<file path="src/rtl/writeback_buffer_if.sv">
// writeback_buffer_if: eviction capture, memory drain and miss-path forwarding
// signals of the writeback buffer, bundled so the cache side and the buffer
// share one port.
//   master: cache / memory side that drives evictions, acks and lookups
//   slave : the buffer itself
interface writeback_buffer_if #(
  parameter int PTR_WIDTH  = 2,
  parameter int DATA_WIDTH = 16
);
  logic                  store_en;
  logic [15:1]           store_addr;
  logic [DATA_WIDTH-1:0] store_data;
  logic                  full;
  logic                  overflow;
  logic                  mem_wen;
  logic [15:1]           mem_waddr;
  logic [DATA_WIDTH-1:0] mem_wdata;
  logic                  mem_ack;
  logic [15:1]           fwd_addr;
  logic                  fwd_hit;
  logic [DATA_WIDTH-1:0] fwd_data;
  logic [PTR_WIDTH:0]    count;

  modport master (
    output store_en, store_addr, store_data, mem_ack, fwd_addr,
    input  full, overflow, mem_wen, mem_waddr, mem_wdata, fwd_hit, fwd_data, count
  );

  modport slave (
    input  store_en, store_addr, store_data, mem_ack, fwd_addr,
    output full, overflow, mem_wen, mem_waddr, mem_wdata, fwd_hit, fwd_data, count
  );
endinterface

</file>
<file path="src/rtl/writeback_buffer.sv">
// writeback_buffer: FIFO behind the data cache eviction port. Evicted lines are
// queued and drained to memory over a req/ack handshake, while the miss path
// can look up queued lines combinationally so a refill never sees stale data.
// Optional feature macro: WB_COALESCE_EN -- a store hitting a queued non-head
// entry overwrites that entry's data in place instead of allocating.
module writeback_buffer #(
  parameter int DEPTH      = 4,
  parameter int PTR_WIDTH  = 2,
  parameter int DATA_WIDTH = 16
) (
  input  logic              clk,
  input  logic              rst,
  writeback_buffer_if.slave bus
);
  localparam logic [PTR_WIDTH:0]   FULL_COUNT = (PTR_WIDTH + 1)'(DEPTH);
  localparam logic [PTR_WIDTH:0]   ONE_COUNT  = (PTR_WIDTH + 1)'(1);
  localparam logic [PTR_WIDTH-1:0] ONE_PTR    = PTR_WIDTH'(1);

  logic [15:1]           addr_q [DEPTH];
  logic [DATA_WIDTH-1:0] data_q [DEPTH];
  logic [DEPTH-1:0]      valid_q;
  logic [PTR_WIDTH-1:0]  head_q, head_d;
  logic [PTR_WIDTH-1:0]  tail_q, tail_d;
  logic [PTR_WIDTH:0]    count_q, count_d;
  logic                  overflow_q, overflow_d;

  logic                  full;
  logic                  mem_wen;
  logic                  pop;
  logic                  push;
  logic                  coal_hit;
  logic                  fwd_hit;
  logic [DATA_WIDTH-1:0] fwd_data;
  logic [PTR_WIDTH-1:0]  fwd_idx;

  assign full    = (count_q == FULL_COUNT);
  assign mem_wen = (count_q != '0);

  assign bus.full      = full;
  assign bus.overflow  = overflow_q;
  assign bus.mem_wen   = mem_wen;
  assign bus.mem_waddr = addr_q[head_q];
  assign bus.mem_wdata = data_q[head_q];
  assign bus.count     = count_q;
  assign bus.fwd_hit   = fwd_hit;
  assign bus.fwd_data  = fwd_data;

  // Lookup from the miss path: scan oldest to youngest so the youngest match wins.
  always_comb begin
    fwd_hit  = 1'b0;
    fwd_data = '0;
    fwd_idx  = head_q;
    for (int k = 0; k < DEPTH; k++) begin
      fwd_idx = head_q + PTR_WIDTH'(k);
      if (valid_q[fwd_idx] && (addr_q[fwd_idx] == bus.fwd_addr)) begin
        fwd_hit  = 1'b1;
        fwd_data = data_q[fwd_idx];
      end
    end
  end

`ifdef WB_COALESCE_EN
  logic [PTR_WIDTH-1:0] coal_idx;
  logic [PTR_WIDTH-1:0] coal_scan;

  // Find a queued non-head entry with the store address; the head is skipped so
  // the line currently offered to memory never changes mid-handshake.
  always_comb begin
    coal_hit  = 1'b0;
    coal_idx  = head_q;
    coal_scan = head_q;
    for (int k = 1; k < DEPTH; k++) begin
      coal_scan = head_q + PTR_WIDTH'(k);
      if (valid_q[coal_scan] && (addr_q[coal_scan] == bus.store_addr)) begin
        coal_hit = 1'b1;
        coal_idx = coal_scan;
      end
    end
  end
`else
  assign coal_hit = 1'b0;
`endif

  // Next-state for pointers, occupancy and the sticky drop flag; full is the
  // pre-edge value, so a pop at the same edge cannot rescue a store while full.
  always_comb begin
    pop        = mem_wen & bus.mem_ack;
    push       = bus.store_en & ~coal_hit & ~full;
    head_d     = pop  ? head_q + ONE_PTR : head_q;
    tail_d     = push ? tail_q + ONE_PTR : tail_q;
    count_d    = count_q;
    if (push && !pop) begin
      count_d = count_q + ONE_COUNT;
    end else if (pop && !push) begin
      count_d = count_q - ONE_COUNT;
    end
    overflow_d = overflow_q | (bus.store_en & ~coal_hit & full);
  end

  // Register state and update entry storage on push, pop and in-place merge.
  always_ff @(posedge clk or posedge rst) begin
    if (rst) begin
      head_q     <= '0;
      tail_q     <= '0;
      count_q    <= '0;
      valid_q    <= '0;
      overflow_q <= 1'b0;
      for (int i = 0; i < DEPTH; i++) begin
        addr_q[i] <= '0;
        data_q[i] <= '0;
      end
    end else begin
      head_q     <= head_d;
      tail_q     <= tail_d;
      count_q    <= count_d;
      overflow_q <= overflow_d;
      if (pop) begin
        valid_q[head_q] <= 1'b0;
      end
      if (push) begin
        valid_q[tail_q] <= 1'b1;
        addr_q[tail_q]  <= bus.store_addr;
        data_q[tail_q]  <= bus.store_data;
      end
`ifdef WB_COALESCE_EN
      if (bus.store_en && coal_hit) begin
        data_q[coal_idx] <= bus.store_data;
      end
`endif
    end
  end
endmodule

</file>
<file path="src/flat_wrapper.sv">
// flat-port wrapper written by rule: the top's interface ports become plain ports
module writeback_buffer_flat 
#(
  parameter int DEPTH      = 4,
  parameter int PTR_WIDTH  = 2,
  parameter int DATA_WIDTH = 16
)
  (clk, rst, bus_store_en, bus_store_addr, bus_store_data, bus_mem_ack, bus_fwd_addr, bus_full, bus_overflow, bus_mem_wen, bus_mem_waddr, bus_mem_wdata, bus_fwd_hit, bus_fwd_data, bus_count);
  writeback_buffer_if #(.PTR_WIDTH(PTR_WIDTH), .DATA_WIDTH(DATA_WIDTH)) bus_i ();
  input  logic clk;
  input  logic rst;
  input wire logic [$bits(bus_i.store_en)-1:0] bus_store_en;
  input wire logic [$bits(bus_i.store_addr)-1:0] bus_store_addr;
  input wire logic [$bits(bus_i.store_data)-1:0] bus_store_data;
  input wire logic [$bits(bus_i.mem_ack)-1:0] bus_mem_ack;
  input wire logic [$bits(bus_i.fwd_addr)-1:0] bus_fwd_addr;
  output wire logic [$bits(bus_i.full)-1:0] bus_full;
  output wire logic [$bits(bus_i.overflow)-1:0] bus_overflow;
  output wire logic [$bits(bus_i.mem_wen)-1:0] bus_mem_wen;
  output wire logic [$bits(bus_i.mem_waddr)-1:0] bus_mem_waddr;
  output wire logic [$bits(bus_i.mem_wdata)-1:0] bus_mem_wdata;
  output wire logic [$bits(bus_i.fwd_hit)-1:0] bus_fwd_hit;
  output wire logic [$bits(bus_i.fwd_data)-1:0] bus_fwd_data;
  output wire logic [$bits(bus_i.count)-1:0] bus_count;
  assign bus_i.store_en = bus_store_en;
  assign bus_i.store_addr = bus_store_addr;
  assign bus_i.store_data = bus_store_data;
  assign bus_i.mem_ack = bus_mem_ack;
  assign bus_i.fwd_addr = bus_fwd_addr;
  assign bus_full = bus_i.full;
  assign bus_overflow = bus_i.overflow;
  assign bus_mem_wen = bus_i.mem_wen;
  assign bus_mem_waddr = bus_i.mem_waddr;
  assign bus_mem_wdata = bus_i.mem_wdata;
  assign bus_fwd_hit = bus_i.fwd_hit;
  assign bus_fwd_data = bus_i.fwd_data;
  assign bus_count = bus_i.count;
  writeback_buffer #(.DEPTH(DEPTH), .PTR_WIDTH(PTR_WIDTH), .DATA_WIDTH(DATA_WIDTH)) u_core (.clk(clk), .rst(rst), .bus(bus_i));
endmodule
</file>
<file path="config.mk">
export PLATFORM = sky130hd
export DESIGN_NAME = writeback_buffer_flat
export DESIGN_NICKNAME = d
export VERILOG_FILES = /design/src/rtl/writeback_buffer_if.sv /design/src/rtl/writeback_buffer.sv /design/src/flat_wrapper.sv
export SDC_FILE = /design/constraint.sdc
export NUM_CORES = 1
export LEC_CHECK = 0
export BUFFER_PORTS_ARGS = -buffer_cell sky130_fd_sc_hd__buf_2
export CAP_MARGIN = 30
export CORE_MARGIN = 8
export CORE_UTILIZATION = 55
export CTS_CLUSTER_DIAMETER = 150
export CTS_CLUSTER_SIZE = 28
export DETAILED_ROUTE_END_ITERATION = 12
export MAX_ROUTING_LAYER = met4
export PLACE_DENSITY = 0.85
export REMOVE_ABC_BUFFERS = 1
export SYNTH_ARGS = -nofsm -noshare
export SYNTH_HDL_FRONTEND = slang
export SYNTH_SLANG_ARGS = --single-unit
export TNS_END_PERCENT = 100
</file>
<file path="constraint.sdc">
create_clock -name clk -period 5.26 [get_ports clk]
set_input_delay 0.526 -clock clk [delete_from_list [all_inputs] [get_ports clk]]
set_output_delay 0.526 -clock clk [all_outputs]
set_load 0.005 [all_outputs]
</file>
---- Yosys cells after proc, flatten, opt, wreduce, memory -nomap -nowiden ----
Cells that the tools add are included.
storage, ports and cells
  flip-flop bits (word level) ............. 136
  input bits .............................. 50
  output and inout port bits .............. 54
cells by class
  add/sub/neg operators ................... 6
  $lt $le $gt $ge ......................... 13
  equality and inequality tests ........... 5
  mux-type cells .......................... 54
  bitwise operators ....................... 13
  reductions and logical operators ........ 13
operators with widths
  cell                                                                    number
  16-bit two-way mux                                                      13
  15-bit two-way mux                                                      9
  16-bit binary-select mux with 2-bit select                              4
  15-bit binary-select mux with 2-bit select                              4
  64-bit bitwise mux                                                      1
  60-bit bitwise mux                                                      1
  15-bit equality test                                                    4
  16-bit demux with 2-bit select                                          1
  15-bit demux with 2-bit select                                          1
  3-bit >= comparator (second input constant)                             5
  2-bit by 3-bit < comparator with 1-bit output (second input constant)   5
  2-bit NOT with 3-bit output                                             5
  1-bit two-way mux                                                       10
  1-bit logical AND                                                       9
  1-bit binary-select mux with 2-bit select                               4
  4-bit two-way mux                                                       2
  3-bit two-way mux                                                       2
  2-bit by 1-bit adder with 2-bit output (second input constant)          2
  2-bit adder (second input constant)                                     2
  4-bit bitwise AND                                                       1
  1-bit demux with 2-bit select                                           2
  2-bit by 1-bit >= comparator with 1-bit output (second input constant)  2
  4-bit NOT                                                               1
  4-bit OR                                                                1
  other kinds (10)                                                        13

---- Longest topological paths before layout ----
Gate-level depths: netlist of the first run.
  depth after elaboration ................. 10
  mapped depth ............................ 22

---- Worst setup path after synthesis of the first run ----
No wires, ideal clock.
  path kind ............................... register to output
  start ................................... register u_core.head_q[1]
  end ..................................... output port bus_fwd_data[5]
  arrival time ............................ 5.237 ns
  data required time ...................... 4.734 ns
  setup slack ............................. -0.503 ns
  stages on the path, launching flop included .. 22
  path buffers ............................ 13
  cell sequence ........................... dfrtp_1 buf_2 buf_4 buf_2 buf_2 buf_1 buf_2 buf_1 inv_1 ha_1 buf_4 buf_6 buf_4 buf_4 mux2i_1 o211ai_1 a2111oi_2 and2_0 buf_4 buf_6 nor3b_1 o221a_2
on the way
  longest elaborated chain between the ends .. 10
ends and longest elaborated chain
  what                                                                                                                    line                                                                    RTL
  start: declaration                                                                                                      writeback_buffer.sv:22                                                  logic [PTR_WIDTH-1:0] head_q, head_d;
  start signal: assignment                                                                                                writeback_buffer.sv:103                                                 head_q <= '0;
  start signal: assignment                                                                                                writeback_buffer.sv:113                                                 head_q <= head_d;
  2-bit by 1-bit adder with 2-bit output / 2-bit NOT with 3-bit output (equally long branches)                            writeback_buffer.sv:54, writeback_buffer.sv:55, writeback_buffer.sv:57
  2-bit NOT with 3-bit output (not written as such) / 15-bit binary-select mux with 2-bit select (equally long branches)  writeback_buffer.sv:55, writeback_buffer.sv:57
  15-bit binary-select mux with 2-bit select / 15-bit two-way mux (equally long branches)                                 writeback_buffer.sv:55                                                  if (valid_q[fwd_idx] && (addr_q[fwd_idx] == bus.fwd_addr)) begin
  15-bit two-way mux (not written as such)                                                                                writeback_buffer.sv:55
  15-bit two-way mux (not written as such) / 15-bit equality test (equally long branches)                                 writeback_buffer.sv:55
  15-bit equality test / 1-bit logical AND (equally long branches)                                                        writeback_buffer.sv:55
  1-bit logical AND / 16-bit two-way mux (equally long branches)                                                          writeback_buffer.sv:55
  16-bit two-way mux (2 in a row)                                                                                         writeback_buffer.sv:55
  16-bit two-way mux *                                                                                                    writeback_buffer.sv:55
  end: declaration                                                                                                        flat_wrapper.sv:23                                                      output wire logic [$bits(bus_i.fwd_data)-1:0] bus_fwd_data;
Mark *: on every way between the ends. The rest lies on a longest branch, timed or not. The select of a mux whose other input is x is not followed.

---- Final worst setup path of the first run ----
  start ................................... register u_core.head_q[1]
  end ..................................... output port bus_fwd_data[12]
Same word-level chain as after synthesis.

==> metrics.cfg, run 1 <==
[run_status]
outcome = complete, no violations

[grt]
grt_first_pass_wirelength_um = 39900
grtUsageTotal_pct = 23.2
grt_max_degree = 68
overflow = 0
grt_pass1_vias = 7293
antenna_found_initial = 1

[synth]
yosys_warnings = 0
async_flop_share_pct = 100
synth_seq_cells = 136
ys.flop_type = dfrtp_1
synth_cell_types = 47
synth_cells = 722
synth-edff-count = 0
synth.avg_cell_area_um2 = 13.8
syn_area_um2 = 10000
ys_seq_area_share_pct = 34.0

[floorplanning]
core_area_um2 = 17900
rows = 49
io_pins = 104
start_util_pct = 55.8
die_x_um = 151
die_area_um2 = 22700
die_y_um = 151

[clock_network]
h-tree-depth = 4
cts_sinks = 136
cts_tree = built
cts_hold_buf = 0
root_buffer = clkbuf_16
clk_pin_slew_worst_paths_ns = 0.06
clk_path_buf_depth = 2
clk_latency_ns = 0.43
post_cts_buffers = 0
cts_resized = 0
cts_buffers = 17

[route]
via_count = 7004
drt_iter0_drc = 669
first_pass_iters = 7
met3_length_um = 2000
topRoutingLayerUsed = met4
wl_met1_um = 9940
ant_nets = 0
avgRoutedWirePerCell_um = 23.7
finalWirelength_um = 24600
routed_via_density = 6.74
drc_errors = 0
wl_met2_um = 12300

[timing]
timing.final.ws_setup_ns = 0.281
final.setup.tns_ns = 0
setup_violations = 0
post-route-min-period_ns = 4.98
relSlewSlack_pct = 35.4
max_freq_ghz = 0.201
rsz0062_at_grt = false
period_share_pct = 94.7
worst_clock_skew_ns = 0.00602
slew_viol_final = 0
tightest_slew_ns = 0.969
hold_violations = 0
hold_ws_ns = 0.0717

[placement]
dpl_worst_slack_ns = 0.694
port_buffers = 103
gp_congestion = 0.902
place_area_um2 = 10600
hpwl_um = 16700

[job]
maxCapViolCount = 0

[worst_setup_path]
r2r_slack_ns = 2.65
path_max_fanout = 28
end_kind = output pin
r2r-end = u_core.data_q[2]$_DFFE_PP0P_
path_cells = inv_1 > ha_4 > buf_4 > mux2i_1 > xnor2_1 > nor3_1 > a31oi_1 > or4_1 > nand2b_1 > o221a_1 > buf_2
critPathLaunchType = flop
max_stage_delay_ns = 0.65
arrival_ns = 4.45
required_ns = 4.73
critPathBufInv = 3
r2r_start = u_core.bus.count[0]$_DFFE_PP0P_
path_class = reg -> out
slowest_stage = dfrtp_4
cp_top_family = simple AND/OR/NAND/NOR gates
r2r_cells = 5

[final_layout]
nets = 856
fillers = 1305
stdcell_area_um2 = 11300
area_growth_pct = 13.1
final_util_pct = 63.2
layout-drive-gt1-share_pct = 53.5

[pwr]
p_seq_share_pct = 26.5
powerDensity_nw_per_um2 = 781
p_switching_mw = 3.33
p_int_mw = 5.51
power_leakage_nw = 4.62
swShare_pct = 37.6
irDropWorstVdd_mv = 0.463
combPwrFrac_pct = 57.8
clkPwrFrac_pct = 15.7

[worst_hold_path]
hold_path_class = in -> async

[power groups by stage]
stage          clock [mW]  sequential (mW)  combinational, mW
3_5_place_dp            0             2.32               5.10
3_3_place_gp            0             2.25               4.99
6_report             1.38             2.34               5.11
2_1_floorplan           0             2.28               4.06
4_1_cts              1.40             2.31               5.14
5_1_grt              1.44             2.43               5.48
[metal layers]
layer | up-vias | GRT usage, %
met2 | 348 | 37.0
li1 | 2971 | -
met3 | 35 | 5.05
met1 | 3650 | 29.7
met4 | 0 | 5.94
met5 | - | -
[worst max-delay path by stage]
stage / from / endpoint / slack, ns / cells after the start
floorplan: u_core.head_q[0]$_DFFE_PP0P_ / bus_fwd_data[0] / -5.45 / 8
global placement: u_core.head_q[1]$_DFFE_PP0P_ / bus_fwd_data[0] / 0.82 / 10
detailed placement: u_core.head_q[1]$_DFFE_PP0P_ / bus_fwd_data[0] / 0.69 / 11
CTS: u_core.head_q[1]$_DFFE_PP0P_ / bus_fwd_data[0] / 0.23 / 11
global route: u_core.head_q[1]$_DFFE_PP0P_ / bus_fwd_data[9] / 0.06 / 11
finish: u_core.head_q[1]$_DFFE_PP0P_ / bus_fwd_data[12] / 0.28 / 11
[state kept, by name, indices dropped and copies added (netlist names)]
register,cells
u_core.tail_q,2
u_core.bus.overflow,1
u_core.head_q,2
u_core.valid_q,4
u_core.bus.count,3
u_core.data_q,64
u_core.addr_q,60
[logic make-up (layout without fill, tap and decap cells)]
group	Yosys count	after routing	share of synthesized area, %
adders and majority gates	10	10	1.33
muxes	277	277	44.3
buffers and inverters	79	165	4.14
other	0	2	0
DFF	136	136	34.0
and+or+nand+nor	119	119	7.11
xor gates and xnor gates	67	67	5.87
AOI/OAI and AO/OA	34	34	3.20
[cells in the mapped netlist, types with 11 or more instances]
library cell / number / area share [%]
inv_1: 11 / 0.41
dfrtp_1: 136 / 34
clkbuf_1: 18 / 0.68
nand2_1: 26 / 0.98
nand3_1: 32 / 1.6
xnor2_1: 50 / 4.4
or2_2: 16 / 1.0
xor2_1: 17 / 1.5
mux2i_1: 32 / 3.2
buf_2: 17 / 0.85
mux4_2: 112 / 25
mux2_2: 127 / 14
buf_1: 19 / 0.71
[per-stage QoR]
step	instances	total power, mW
floorplan	655	6.34
global placement	1006	7.24
detailed placement	1006	7.42
CTS	1037	8.85
global route	1038	9.35
finish	1039	8.84
[area by class of cell]
class | instances | area (µm²) | area share [%]
Clock buffer | 20 | 467 | 4.13
Inverter | 12 | 47.5 | 0.420
Antenna cell | 2 | 5.00 | 0.0442
Tap cell | 229 | 287 | 2.53
Sequential cell | 136 | 3410 | 30.2
Clock inverter | 11 | 219 | 1.94
Timing Repair Buffer | 122 | 671 | 5.93
Multi-Input combinational cell | 507 | 6210 | 54.9
[placed cells by master (no fill, tap or decap), types with 2 or more instances in the layout]
cell       synthesis  routed
dfrtp_1          136     134
mux2_2           127     127
mux4_2           112     112
buf_2             17     103
xnor2_1           50      50
nand3_1           32      32
mux2i_1           32      32
nand2_1           26      26
buf_4              5      18
xor2_1            17      17
clkbuf_16          0      17
or2_2             16      16
inv_1             11      10
o221a_1            9       9
nor3b_2            9       9
nand4_1            9       9
nor3b_1            8       8
ha_1               9       8
o221a_2            7       7
mux4_1             6       6
bufinv_16          0       6
nor3_1             3       3
a31oi_1            3       3
nor4_1             3       3
or4_1              3       3
a22oi_1            3       3
clkbuf_8           0       3
clkinv_4           0       3
diode_2            0       2
o21ai_0            2       2
nor2_1             2       2
o32ai_1            2       2
nand2b_1           2       2
a221oi_1           2       2
dfrtp_4            0       2
Power figures use the tool's default switching activity.
==> run 2, diff against run 1 <==
--- a/config.mk
+++ b/config.mk
@@ -7,13 +7,15 @@
 export LEC_CHECK = 0
 export BUFFER_PORTS_ARGS = -buffer_cell sky130_fd_sc_hd__buf_2
 export CAP_MARGIN = 30
+export CELL_PAD_IN_SITES_DETAIL_PLACEMENT = 0
+export CELL_PAD_IN_SITES_GLOBAL_PLACEMENT = 1
 export CORE_MARGIN = 8
-export CORE_UTILIZATION = 55
+export CORE_UTILIZATION = 50
 export CTS_CLUSTER_DIAMETER = 150
 export CTS_CLUSTER_SIZE = 28
 export DETAILED_ROUTE_END_ITERATION = 12
 export MAX_ROUTING_LAYER = met4
-export PLACE_DENSITY = 0.85
+export PLACE_DENSITY = 0.88
 export REMOVE_ABC_BUFFERS = 1
 export SYNTH_ARGS = -nofsm -noshare
 export SYNTH_HDL_FRONTEND = slang
==> constraint.sdc (replaced) <==
create_clock -name clk -period 5.3 [get_ports clk]
set_input_delay 0.53 -clock clk [delete_from_list [all_inputs] [get_ports clk]]
set_output_delay 0.53 -clock clk [all_outputs]
set_load 0.005 [all_outputs]
==> run 2 against run 1 <==
Effect of this change:
- sequential power down 2%
- largest cell class unchanged
- register-to-register slack better by 0.04 ns
- critical endpoint is now bus_fwd_data[10]
- cell count up 4.3%
- clock-buffer cell count up 5
- die area up 8.9%
- first-iteration DRC count down 23%
- sequential share of layout area down 0.10 points
- combinational power up 0.8%
- setup slack better by 0.16 ns
- core utilization down 5.1 points
- clock skew up 0.00083 ns
- cell area up 0.33%
==> metrics.cfg, run 2 (synthesis results as in run 1) <==
[run_status]
outcome = complete, no violations

[final_layout]
nets = 860
layout-drive-gt1-share_pct = 53.3
final_util_pct = 58.1
top_regs = u_core.data_q (64), u_core.addr_q (60), u_core.valid_q (4)
fillers = 1547
multi_input_area_um2 = 6210
seqCellArea_um2 = 3410
stdcell_count = 1084
final_common_cell = dfrtp_1
top_register = u_core.data_q
largest_reg_flops = 64
final_cell_mix = 134 x dfrtp_1, 127 x mux2_2, 112 x mux4_2
area_growth_pct = 13.5

[floorplanning]
rows = 51
io_pins = 104
start_util_pct = 51.2
die_y_um = 157
die_area_um2 = 24800
die_x_um = 157
core_area_um2 = 19500

[clock_network]
cts_tree = built
clk_pin_slew_worst_paths_ns = 0.06
root_buffer = clkbuf_16
cts_resized = 0
cts_sinks = 136
h-tree-depth = 4
clk_path_buf_depth = 2
cts_buffers = 17
clk_latency_ns = 0.42

[grt]
grt_max_degree = 80
grt_first_pass_wirelength_um = 40500
antenna_found_initial = 5
grt_pass1_vias = 7327
grtUsageTotal_pct = 21.8
overflow = 0

[placement]
gp_congestion = 0.893
port_buffers = 103
hpwl_um = 17700
dp.cells = 1043

[route]
via_count = 7035
drt_iter0_drc = 514
finalWirelength_um = 25600
first_pass_iters = 5
drc_errors = 0
ant_nets = 0
avgRoutedWirePerCell_um = 23.6
routed_via_density = 6.49

[worst_setup_path]
path_class = reg -> out
required_ns = 4.77
path_max_fanout = 34
end_kind = output pin
arrival_ns = 4.33
critPathLaunchType = flop

[pwr]
irDropWorstVdd_mv = 0.498
power_leakage_nw = 4.61
powerDensity_nw_per_um2 = 760

[timing]
slew_viol_final = 0
setup_violations = 0
relSlewSlack_pct = 37.0
hold_violations = 0
worst_clock_skew_ns = 0.00685
tightest_slew_ns = 0.945
post-route-min-period_ns = 4.86
max_freq_ghz = 0.206
period_share_pct = 91.7
rsz0062_at_grt = false

[job]
maxCapViolCount = 0

[worst_hold_path]
hold_path_class = in -> reg

run 2: changes by cell type in the layout (fill, tap and decap cells not counted), sizes merged:
cell         before  now
clkbuf           20   25
bufinv            6    2
diode             2    6
buf             122  125
clkinv            4    3
clkinvlp          1    2
dlygate4sd3       0    1
run 2: cell type report:
class / count / share of cell area, %
clock inverters: 7 / 0.794
diodes: 6 / 0.132
flip-flops and latches: 136 / 30.1
multi-input cells: 507 / 54.7
repair buffers: 126 / 6.55
well taps: 265 / 2.92
clock buffers: 25 / 4.45
inverters: 12 / 0.419
run 2: path summary, 6_finish.rpt:
check                                                      from  slack (ns)                             to  depth (start not counted)
worst max-delay path               u_core.head_q[1]$_DFFE_PP0P_        0.44               bus_fwd_data[10]                         14
max in group asynchronous                                   rst        3.83  u_core.addr_q[34]$_DFFE_PP0P_                          4
worst min register to register    u_core.bus.overflow$_DFF_PP0_        0.47  u_core.bus.overflow$_DFF_PP0_                          1
worst min-delay path                               bus_store_en        0.33  u_core.bus.overflow$_DFF_PP0_                          2
min in group asynchronous                                   rst        0.54  u_core.data_q[42]$_DFFE_PP0P_                          3
worst max register to register  u_core.bus.count[0]$_DFFE_PP0P_        2.69  u_core.data_q[58]$_DFFE_PP0P_                          5
run 2: timing repair:
item / 4_1_cts / 5_1_grt
hold buffers: 0 / 1
hold endpoints to repair: 0 / 4
buffers inserted: 0 / 0
run 2: where the power goes:
part / total [mW] / switching (mW) / internal [mW]
logic: 5.15 / 2.17 / 2.98
clock network: 1.18 / 0.426 / 0.752
registers: 2.30 / 0.716 / 1.59
run 2: through the flow:
stage                     total power [mW]  hold slack [ns]  TNS (ns)  area (µm²)  worst slack (ns)
after floorplan                       6.29            0.451    -92.94        9630             -5.42
after global placement                7.22            0.437         0       10700              1.06
after detailed placement              7.44            0.456         0       10700             0.915
after CTS                             8.66            0.313         0       11300             0.443
after global routing                  9.14            0.326         0       11300             0.208
final                                 8.63            0.333         0       11300             0.442
run 2: critical path, stage by stage, from the launching register on:
cell and delay, ns:
dfrtp_4 0.59, inv_1 0.15, ha_4 0.57, buf_4 0.24, buf_4 0.21, mux2i_1 0.27
xnor2_1 0.10, nor3_1 0.15, a31oi_1 0.07, or4_1 0.51, buf_4 0.27, nand2b_1 0.12
buf_4 0.25, o221a_1 0.25, buf_2 0.12
run 2: layer usage:
layer | part of all wire [%] | up-vias | track usage, %
met5 | 0 | - | -
met4 | 2.3 | 0 | 8.84
met3 | 7.2 | 48 | 4.58
met2 | 51 | 297 | 35.5
met1 | 39 | 3693 | 26.2
li1 | - | 2997 | -
